## src/rtl/lc_dpll_pkg.sv

```systemverilog
// Shared types and helpers for the LC-tank DPLL acquisition core.
package lc_dpll_pkg;

  typedef enum logic [1:0] {
    SWEEP = 2'd0,
    ACQ   = 2'd1,
    LOCK  = 2'd2,
    HOLD  = 2'd3
  } state_t;

  // Width of the consecutive balanced/unbalanced window counters (saturating).
  localparam int CNT_W = 8;

  function automatic logic [31:0] freq_min_of(input int freq_w, input int range_w);
    return 32'd1 << (freq_w - range_w);
  endfunction

  function automatic logic [31:0] sat_add(input logic [31:0] val, input logic up,
                                          input logic [31:0] lo, input logic [31:0] hi);
    if (up) return (val >= hi) ? hi : val + 32'd1;
    return (val <= lo) ? lo : val - 32'd1;
  endfunction

endpackage

```

## src/rtl/lock_det.sv

```systemverilog
// Windowed lock detector: counts error-bit cycles per window and flags balance at window end.
module lock_det #(
  parameter int WIN_W    = 8,
  parameter int LOCK_TOL = 16
) (
  input  logic clk,
  input  logic rst_n,
  input  logic clr,
  input  logic e,
  output logic win_end,
  output logic balanced
);

  localparam logic [WIN_W:0]   HALF    = (WIN_W+1)'(1) << (WIN_W - 1);
  localparam logic [WIN_W:0]   TOL     = (WIN_W+1)'(LOCK_TOL);
  localparam logic [WIN_W-1:0] LAST_M1 = ~WIN_W'(1);

  logic [WIN_W-1:0] win_cnt;
  logic [WIN_W:0]   err_cnt;
  logic [WIN_W:0]   err_total;
  logic [WIN_W:0]   dev;

  // The window-end cycle's own error bit is part of that window's count.
  assign err_total = err_cnt + (WIN_W+1)'(e);
  assign dev       = (err_total >= HALF) ? err_total - HALF : HALF - err_total;
  assign balanced  = (dev <= TOL);

  always_ff @(posedge clk) begin
    if (!rst_n || clr) begin
      win_cnt <= '0;
      err_cnt <= '0;
      win_end <= 1'b0;
    end else begin
      win_cnt <= win_cnt + WIN_W'(1);
      err_cnt <= win_end ? '0 : err_total;
      win_end <= (win_cnt == LAST_M1);
    end
  end

endmodule

```

## src/rtl/lc_dpll_acq.sv

```systemverilog
// LC-tank DPLL core: input resync, acquisition FSM, saturating integrator and NCO.
module lc_dpll_acq
  import lc_dpll_pkg::*;
#(
  parameter int FREQ_W     = 25,
  parameter int NCO_W      = 30,
  parameter int RANGE_W    = 4,
  parameter int SYNC_W     = 2,
  parameter int WIN_W      = 8,
  parameter int LOCK_TOL   = 16,
  parameter int LOCK_WINS  = 4,
  parameter int LOSS_WINS  = 2,
  parameter int SWEEP_STEP = 1024
) (
  input  logic              clk_i,
  input  logic              rst_n_i,
  input  logic              restart_i,
  input  logic              hold_i,
  input  logic              zero_i,
  input  logic              quad_i,
  output logic              sq_o,
  output logic [FREQ_W-1:0] freq_o,
  output logic              lock_o,
  output logic [1:0]        state_o,
  output logic              win_o
);

  localparam logic [FREQ_W-1:0] FREQ_MIN = FREQ_W'(freq_min_of(FREQ_W, RANGE_W));
  localparam logic [FREQ_W-1:0] FREQ_MAX = '1;
  localparam logic [FREQ_W:0]   STEP     = (FREQ_W+1)'(SWEEP_STEP);

  logic [SYNC_W-1:0] zero_sync, quad_sync;
  logic              e;
  logic              win_end, balanced;
  state_t            state, state_nxt;
  logic [FREQ_W-1:0] freq, freq_nxt;
  logic [FREQ_W:0]   swept;
  logic              lock, lock_nxt;
  logic [CNT_W-1:0]  bal_cnt, bal_nxt, loss_cnt, loss_nxt;
  logic [NCO_W-1:0]  acc;
  logic              sq;

  // Resync is deliberately left running through restart; only reset clears it.
  always_ff @(posedge clk_i) begin
    if (!rst_n_i) begin
      zero_sync <= '0;
      quad_sync <= '0;
    end else begin
      zero_sync <= (zero_sync << 1) | SYNC_W'(zero_i);
      quad_sync <= (quad_sync << 1) | SYNC_W'(quad_i);
    end
  end

  assign e = zero_sync[SYNC_W-1] ^ quad_sync[SYNC_W-1];

  lock_det #(.WIN_W(WIN_W), .LOCK_TOL(LOCK_TOL)) u_lock_det (
    .clk      (clk_i),
    .rst_n    (rst_n_i),
    .clr      (restart_i | hold_i),
    .e        (e),
    .win_end  (win_end),
    .balanced (balanced)
  );

  always_comb begin
    state_nxt = state;
    freq_nxt  = freq;
    lock_nxt  = lock;
    bal_nxt   = bal_cnt;
    loss_nxt  = loss_cnt;
    swept     = {1'b0, freq} + STEP;
    if (restart_i) begin
      state_nxt = SWEEP;
      freq_nxt  = FREQ_MIN;
      lock_nxt  = 1'b0;
      bal_nxt   = '0;
      loss_nxt  = '0;
    end else if (hold_i) begin
      state_nxt = HOLD;
    end else if (state == HOLD) begin
      state_nxt = ACQ;
      lock_nxt  = 1'b0;
      bal_nxt   = '0;
      loss_nxt  = '0;
    end else begin
      if (state != SWEEP)
        freq_nxt = FREQ_W'(sat_add(32'(freq), e, 32'(FREQ_MIN), 32'(FREQ_MAX)));
      if (win_end) begin
        if (balanced) begin
          bal_nxt  = (&bal_cnt) ? bal_cnt : bal_cnt + CNT_W'(1);
          loss_nxt = '0;
        end else begin
          loss_nxt = (&loss_cnt) ? loss_cnt : loss_cnt + CNT_W'(1);
          bal_nxt  = '0;
        end
        case (state)
          SWEEP: begin
            if (balanced) state_nxt = ACQ;
            else freq_nxt = (swept > {1'b0, FREQ_MAX}) ? FREQ_MIN : swept[FREQ_W-1:0];
          end
          ACQ: begin
            if (balanced && bal_nxt >= CNT_W'(LOCK_WINS)) begin
              state_nxt = LOCK;
              lock_nxt  = 1'b1;
            end else if (!balanced && loss_nxt >= CNT_W'(LOSS_WINS)) begin
              state_nxt = SWEEP;
            end
          end
          LOCK: begin
            if (!balanced && loss_nxt >= CNT_W'(LOSS_WINS)) begin
              state_nxt = SWEEP;
              lock_nxt  = 1'b0;
            end
          end
          default: ;
        endcase
      end
    end
  end

  always_ff @(posedge clk_i) begin
    if (!rst_n_i) begin
      state    <= SWEEP;
      freq     <= FREQ_MIN;
      lock     <= 1'b0;
      bal_cnt  <= '0;
      loss_cnt <= '0;
    end else begin
      state    <= state_nxt;
      freq     <= freq_nxt;
      lock     <= lock_nxt;
      bal_cnt  <= bal_nxt;
      loss_cnt <= loss_nxt;
    end
  end

  // Accumulator keeps its phase across restart so the tank drive stays continuous.
  always_ff @(posedge clk_i) begin
    if (!rst_n_i) begin
      acc <= '0;
      sq  <= 1'b0;
    end else begin
      acc <= acc + NCO_W'(freq);
      sq  <= acc[NCO_W-1];
    end
  end

  assign sq_o    = sq;
  assign freq_o  = freq;
  assign lock_o  = lock;
  assign state_o = state;
  assign win_o   = win_end;

endmodule

```

## config.mk

```make
export PLATFORM = sky130hd
export DESIGN_NAME = lc_dpll_acq
export DESIGN_NICKNAME = d
export VERILOG_FILES = /design/src/rtl/lc_dpll_pkg.sv /design/src/rtl/lock_det.sv /design/src/rtl/lc_dpll_acq.sv
export SDC_FILE = /design/constraint.sdc
export NUM_CORES = 1
export LEC_CHECK = 0
export ABC_AREA = 1
export CORE_MARGIN = 1
export CORE_UTILIZATION = 47
export DETAILED_ROUTE_END_ITERATION = 10
export PLACE_DENSITY_LB_ADDON = 0.08
export SYNTH_ARGS = -nofsm -noshare
export SYNTH_HDL_FRONTEND = slang
export SYNTH_SLANG_ARGS = --single-unit
```

## constraint.sdc

```tcl
create_clock -name clk_i -period 3.86 [get_ports clk_i]
set_input_delay 0.772 -clock clk_i [delete_from_list [all_inputs] [get_ports clk_i]]
set_output_delay 0.772 -clock clk_i [all_outputs]
set_load 0.01 [all_outputs]
```

==> impl_results.md <==
* Run status: finished, final reports clean
* Initial antenna violation count at 0
* Antenna diodes at 0
* Post-synth top area share at 26.2%
* DP Area at 7900 µm²
* RD Place Congestion at 0.911
* Most instantiated cells after synthesis: 219 x nand2_1, 119 x inv_1, 114 x nor2_1
* Mapped Area at 7400 µm²
* Min-Delay Path Class: reg2reg
* Worst hold start: quad_sync[0]
* Via Count at 7575
* Synth area leaders: dfxtp_1 26%, nand2_1 11%, a21oi_1 7.6%
* CP required at 4.12 ns
* Die footprint at 16200 µm²
* Nets at 1201
* Async SR Flop Fraction at 0%
* Final Non-Filler Cells at 1370
* Syn_area_per_cell at 6.52 µm²
* Vias in the first global route at 6692
* Critical Path Source: quad_sync[1]
* Hold Vio Cnt, Final at 0
* Clock sinks at 97
* Register Area at 1940 µm²
* Tcrit/Tclk final at 78.2%
* Seq/Total Area, Yosys at 26.2%
* Max Slew Vio Count at 0
* Number of I/O pins at 36
* Total CTS buffers at 9
* Final WL at 20600 µm
* Setup Total Neg Slack at 0 ns
* CTS tree: done
* Setup crit start kind: flop
* Crit path kind: reg2reg
* Area leader, netlist: dfxtp_1
* Total grt overflow at 0
* Design Area, Final at 8170 µm²
* Clock root cell: clkbuf_16
* Netlist cell types at 53
* Die width at 127 µm
* Total Routing Usage GR at 25.8%
* First-pass GRT wire length at 33300 µm
* Maximum operating frequency at 331 MHz
* Die H at 127 µm
* Clk buf depth at 2
* R2r startpoint: quad_sync[1]
* Placed Cells at 1354
* Post-DP HPWL at 15100 µm
* Worst Max-Slew Pin Slew at 0.703 ns
* Drt first pass iters at 5
* Yosys reg bits at 97
* Reg2reg setup slack at 0.84 ns
* VDD IR max at 0.000190 V
* Mapped Nets at 1181
* Synthesized instance count at 1134
* IO buf count at 35
* Synth Warn # at 0
* Share of cells above drive strength 1 at 6.13%
* Initial core utilization at 48.5%
* Most used cell, CP: nand2_1
* CP Capture Type: flop
* Worst Hold Margin at 0.422 ns
* Site Rows at 45
* Core Box Area at 15300 µm²
* H-Tree Depth at 3
* Hold-fix buffers, CTS at 0
* DRC errors left at 0
* Multi-input gate area at 4750 µm²
* CP max FO at 17
* Layout fillers at 1582
* Area delta synth->final at 10.4%
* Synth Flop Type: dfxtp_1
* Largest net degree at the start of global routing at 35
* Slew headroom at 52.8%
* Maxcap violations at 0
* Initial DRC Count at 540
* Avg Vias per Cell at 5.53
* Number of gates resized after cts at 0
* Max incr delay on CP at 0.37 ns
* Crit path cell chain: xnor2_1, inv_2, ha_1, ha_1, nand2_2, clkinv_1, nand3_1, nand2_1, nand2_1, nand3_1, nand2_1, nand3_4, inv_1, o21ai_0, nand4_1, nand2_1, nand2_1, nand3_1, nand2_1, nor2_1
* Pwr Total at 2.28 mW
* Min Tclk post-route at 3.02 ns
* Worst Clk Skew at 0.00796 ns
* Clk slew on worst S/H paths at 0.07 ns
* Wire length per cell at 15.1 µm
* RSZ-0062 raised after global routing: no
* Most frequent cell after synthesis: nand2_1
* Power Density at 280 nW/µm²
* Post-synth EDFFs at 0
* Leakage at 3.44 nW
* Final setup vio count at 0
* Post-CTS Repair Setup Buffers at 0
* Clk_lat worst skew at 0.36 ns
* Crit path DAT at 3.28 ns
* Antenna Nets Post-Route at 0
* Critical-path cell with the highest stage delay: inv_1
==> per-layer routing <==
metal  GRT usage [%]  part of all wire [%]  vias up
met2            39.5                    43      250
li1                -                     -     3846
met1            36.7                    49     3440
met3            3.27                   6.2       39
met5               0                     0        -
met4            10.1                   2.4        0
==> state kept, by name, indices dropped and copies added (netlist names) <==
name                flops
acc                    30
bal_cnt                 8
freq_o                 25
lock_o                  1
loss_cnt                8
quad_sync               2
sq_o                    1
state_o                 2
u_lock_det.err_cnt      9
u_lock_det.win_cnt      8
u_lock_det.win_end      1
zero_sync               2
==> final timing paths <==
check	endpoint	cells past startpoint
hold / removal	quad_sync[1]	2
setup reg to reg	lock_o	20
setup / recovery	lock_o	20
hold reg to reg	quad_sync[1]	2
==> final cells by class <==
cell class / count / share of cell area [%]
inverter: 132 / 6.19
timing repair buffer: 47 / 5.39
clock buffer: 11 / 2.85
multi-input combinational: 867 / 58.2
tap: 211 / 3.23
sequential: 97 / 23.8
clock inverter: 5 / 0.398
==> through the flow <==
stage | worst slack (ns) | util (%)
finish | 0.841 | 53.5
global route | 0.513 | 53.5
CTS | 0.806 | 53.5
detailed placement | 0.820 | 51.8
global placement | 0.916 | 51.8
floorplan | 0.954 | -
==> critical path, delay by kind of cell, from the launching register on <==
family	cells	cell delay (ns)
AO/OA/AOI/OAI	1	0.15
XOR/XNOR	1	0.34
adder cells (fa/ha/maj)	2	0.47
flip-flops	1	0.31
buffers and inverters	3	0.55
AND/OR/NAND/NOR	13	1.09
==> cell usage in the layout (no fill, tap or decap), types with 3 or more instances in the layout <==
master / synthesis / layout
nand4_1: 22 / 22
nor2_2: 5 / 5
nor3_4: 3 / 3
nor3_1: 22 / 22
o21a_1: 3 / 3
or2_2: 6 / 6
a21boi_0: 3 / 3
nand3_1: 88 / 88
a31oi_1: 12 / 12
nor4_1: 4 / 4
clkinv_1: 4 / 4
nand2_4: 3 / 3
inv_1: 119 / 119
o221ai_1: 5 / 5
o21ai_1: 13 / 13
nor3_2: 3 / 3
xor2_1: 38 / 38
o21ai_0: 96 / 96
clkdlybuf4s50_1: 0 / 35
clkinv_2: 0 / 3
o21bai_1: 4 / 4
nand2_2: 5 / 5
a21oi_1: 113 / 113
nor2_1: 114 / 114
dfxtp_1: 97 / 97
a21o_1: 3 / 3
o211ai_1: 9 / 9
o31ai_1: 4 / 4
nand2_1: 219 / 219
clkbuf_16: 0 / 9
xnor2_1: 7 / 7
buf_4: 7 / 12
inv_2: 6 / 6
ha_1: 40 / 40
nor2_4: 4 / 4
==> cell families after synthesis <==
family	count (synthesis)	share of synthesized area (%)
buffers and inverters	170	9.54
AO/OA/AOI/OAI	272	20.1
flip-flops	97	26.2
adder cells (fa/ha/maj)	41	7.04
XOR/XNOR	45	5.33
AND/OR/NAND/NOR	509	31.7
==> report_power, final <==
| part | leakage, nW | internal [mW] | switching, mW | total, mW |
|---|---|---|---|---|
| Combinational | 2.52 | 0.133 | 0.249 | 0.382 |
| Sequential | 0.786 | 1.02 | 0.0302 | 1.05 |
| Clock | 0.133 | 0.437 | 0.410 | 0.848 |
| Total | 3.44 | 1.60 | 0.690 | 2.28 |
Note: power is estimated with default switching activity, not from simulation.
==> RTL change: new RTL, same settings <==
Put one more register stage on the output `freq_o`. The value now appears one clock later. The other outputs are not delayed to match.
--- a/src/rtl/lc_dpll_acq.sv
+++ b/src/rtl/lc_dpll_acq.sv
@@ -146,7 +146,9 @@
   end
 
   assign sq_o    = sq;
-  assign freq_o  = freq;
+  always_ff @(posedge clk_i) begin
+    freq_o <= freq;
+  end
   assign lock_o  = lock;
   assign state_o = state;
   assign win_o   = win_end;
Formal check against the unedited RTL: not equivalent (a bounded check fails within 4 cycles, from zero or initial values and one cycle with rst_n_i low).
==> RTL change against the unedited design <==
Synthesized area up 8.7%; largest power group is now the clock network; sequential cell count up 25; critical endpoint is now freq[15]; final area up 12%; largest cell class unchanged; synthesized cell count up 4.2%; worst setup slack worse by 0.37 ns; worst hold slack worse by 0.0096 ns; wire length up 5.9%; total power up 42%; sequential power up 26%.
==> RTL change: results (changes against the unedited design) <==
Routed WL -> 21800 microns (+5.9%)
Antenna Cells -> 0 (unchanged)
Primary FF master, synth -> dfxtp_1
Post-CTS setup buffer count -> 0 (unchanged)
Synth top cells by count -> nand2_1, inv_1, dfxtp_1
Outcome -> completed
Layout cells sized above 1 -> 0.0866 (+0.0253)
Ys async rst share -> 0 (unchanged)
Maximum clock path buffer count -> 2 (unchanged)
Starting DRT DRC Count -> 527 (-2.4%)
CTS Buf Count -> 17 (+8)
Count of cell types in the netlist -> 53 (unchanged)
Largest net degree at the start of global routing -> 40 (+14%)
CTS clk-pin slew, worst paths -> 0.05 ns (-0.02 ns)
Seq/Total Area, Yosys -> 0.304 (+0.0411)
Fill cells -> 1643 (+3.9%)
H-tree depth -> 4 (+1)
Routed vias/inst -> 5.39 (-2.5%)
Critical path arrival -> 3.71 ns (+0.43 ns)
DP HPWL -> 15900 microns (+5.1%)
Clock latency on the worst-skew pair -> 0.42 ns (+0.06 ns)
Number of global-route vias before repair -> 7025 (+5.0%)
Initial antenna violation count -> 0 (unchanged)
Clock Tree Root -> clkbuf_16
Worst hold-check path type -> flip-flop to flip-flop
First-pass GRT wire length -> 35900 microns (+7.8%)
Tot GR Track Use -> 0.256 (-0.00163)
Critical path peak fanout -> 27 (+10)
Routability cong. -> 0.951 (+4.3%)
Worst-margin pin slew -> 0.759 ns (+0.0556 ns)
Port Buffers -> 35 (unchanged)
Syn. warnings -> 0 (unchanged)
Setup Skew -> 0.0135 ns (+0.00556 ns)
Final net count -> 1258 (+4.7%)
Largest regs -> acc (30), freq (25), freq_o (25)
DRT Pass-1 Iters -> 6 (+1)
Worst r2r path cells -> 20 (unchanged)
Pleak -> 3.85 nW (+12%)
Post-synthesis net count -> 1229 (+4.1%)
Maximum vdd drop -> 0.394 mV (+110%)
CTS resizes -> 0 (unchanged)
WHS Path Cells -> 2 (unchanged)
Top cells by area, synth -> dfxtp_1, nand2_1, a21oi_1, ha_1, inv_1
RTL change: cell type report:
cell class              count  area share
clock inverters             7     0.00712
flip-flops and latches    122       0.267
well taps                 220      0.0301
repair buffers             48      0.0490
inverters                 144      0.0597
multi-input cells         878       0.533
clock buffers              25      0.0542
RTL change: kinds of logic (layout without fill, tap and decap cells):
kind of cell    count (synthesis)  count (layout)  synth area share
simple gates                  518             518             0.294
compound gates                273             273             0.196
buf+inv                       182             224            0.0911
flops                         122             122             0.304
xor+xnor                       46              46            0.0510
fa+ha+maj                      41              41            0.0647
RTL change: report_power, final:
part	switching, W	internal (W)	leakage (nW)	total, W
Sequential	0.0000240	0.00129	0.989	0.00132
Combinational	0.000262	0.000134	2.59	0.000397
Clock	0.000575	0.000949	0.273	0.00152
Total	0.000861	0.00237	3.85	0.00324
RTL change: path summary, 6_finish.rpt:
path,endpoint,startpoint,slack [ns]
setup / recovery,freq[15],quad_sync[1],0.47
setup reg to reg,freq[15],quad_sync[1],0.47
hold reg to reg,quad_sync[1],quad_sync[0],0.41
hold / removal,quad_sync[1],quad_sync[0],0.41
RTL change: layer usage:
metal,track usage,wire (microns),part of all wire,up-vias
li1,-,-,-,4006
met1,0.362,10700,0.49,3500
met2,0.391,9390,0.43,251
met3,0.0494,1370,0.062,28
met4,0.0785,363,0.017,0
met5,0,0,0,-
RTL change: stage by stage:
stage	cell area, sq um	instances	setup WS, ns	util
after floorplan	8050	1182	1.10	-
after global placement	8580	1412	0.662	0.516
after detailed placement	8580	1412	0.597	0.516
after CTS	9140	1444	0.583	0.549
after global routing	9140	1444	0.165	0.549
final	9140	1444	0.469	0.549
RTL change: critical path: stages, from the launching register on:
cell and delay (ns):
dfxtp_1 0.32, xnor2_2 0.62, inv_1 0.16, ha_1 0.28
ha_1 0.25, nand2_1 0.08, inv_1 0.06, nand3_1 0.07
nand2_1 0.07, nor2_1 0.09, nand2_1 0.07, nand2_2 0.10
nand3_4 0.31, nand2_1 0.21, inv_1 0.08, nand2_1 0.17
o22ai_1 0.09, nand2_1 0.07, nand3_1 0.08, nand2_1 0.08
inv_1 0.03
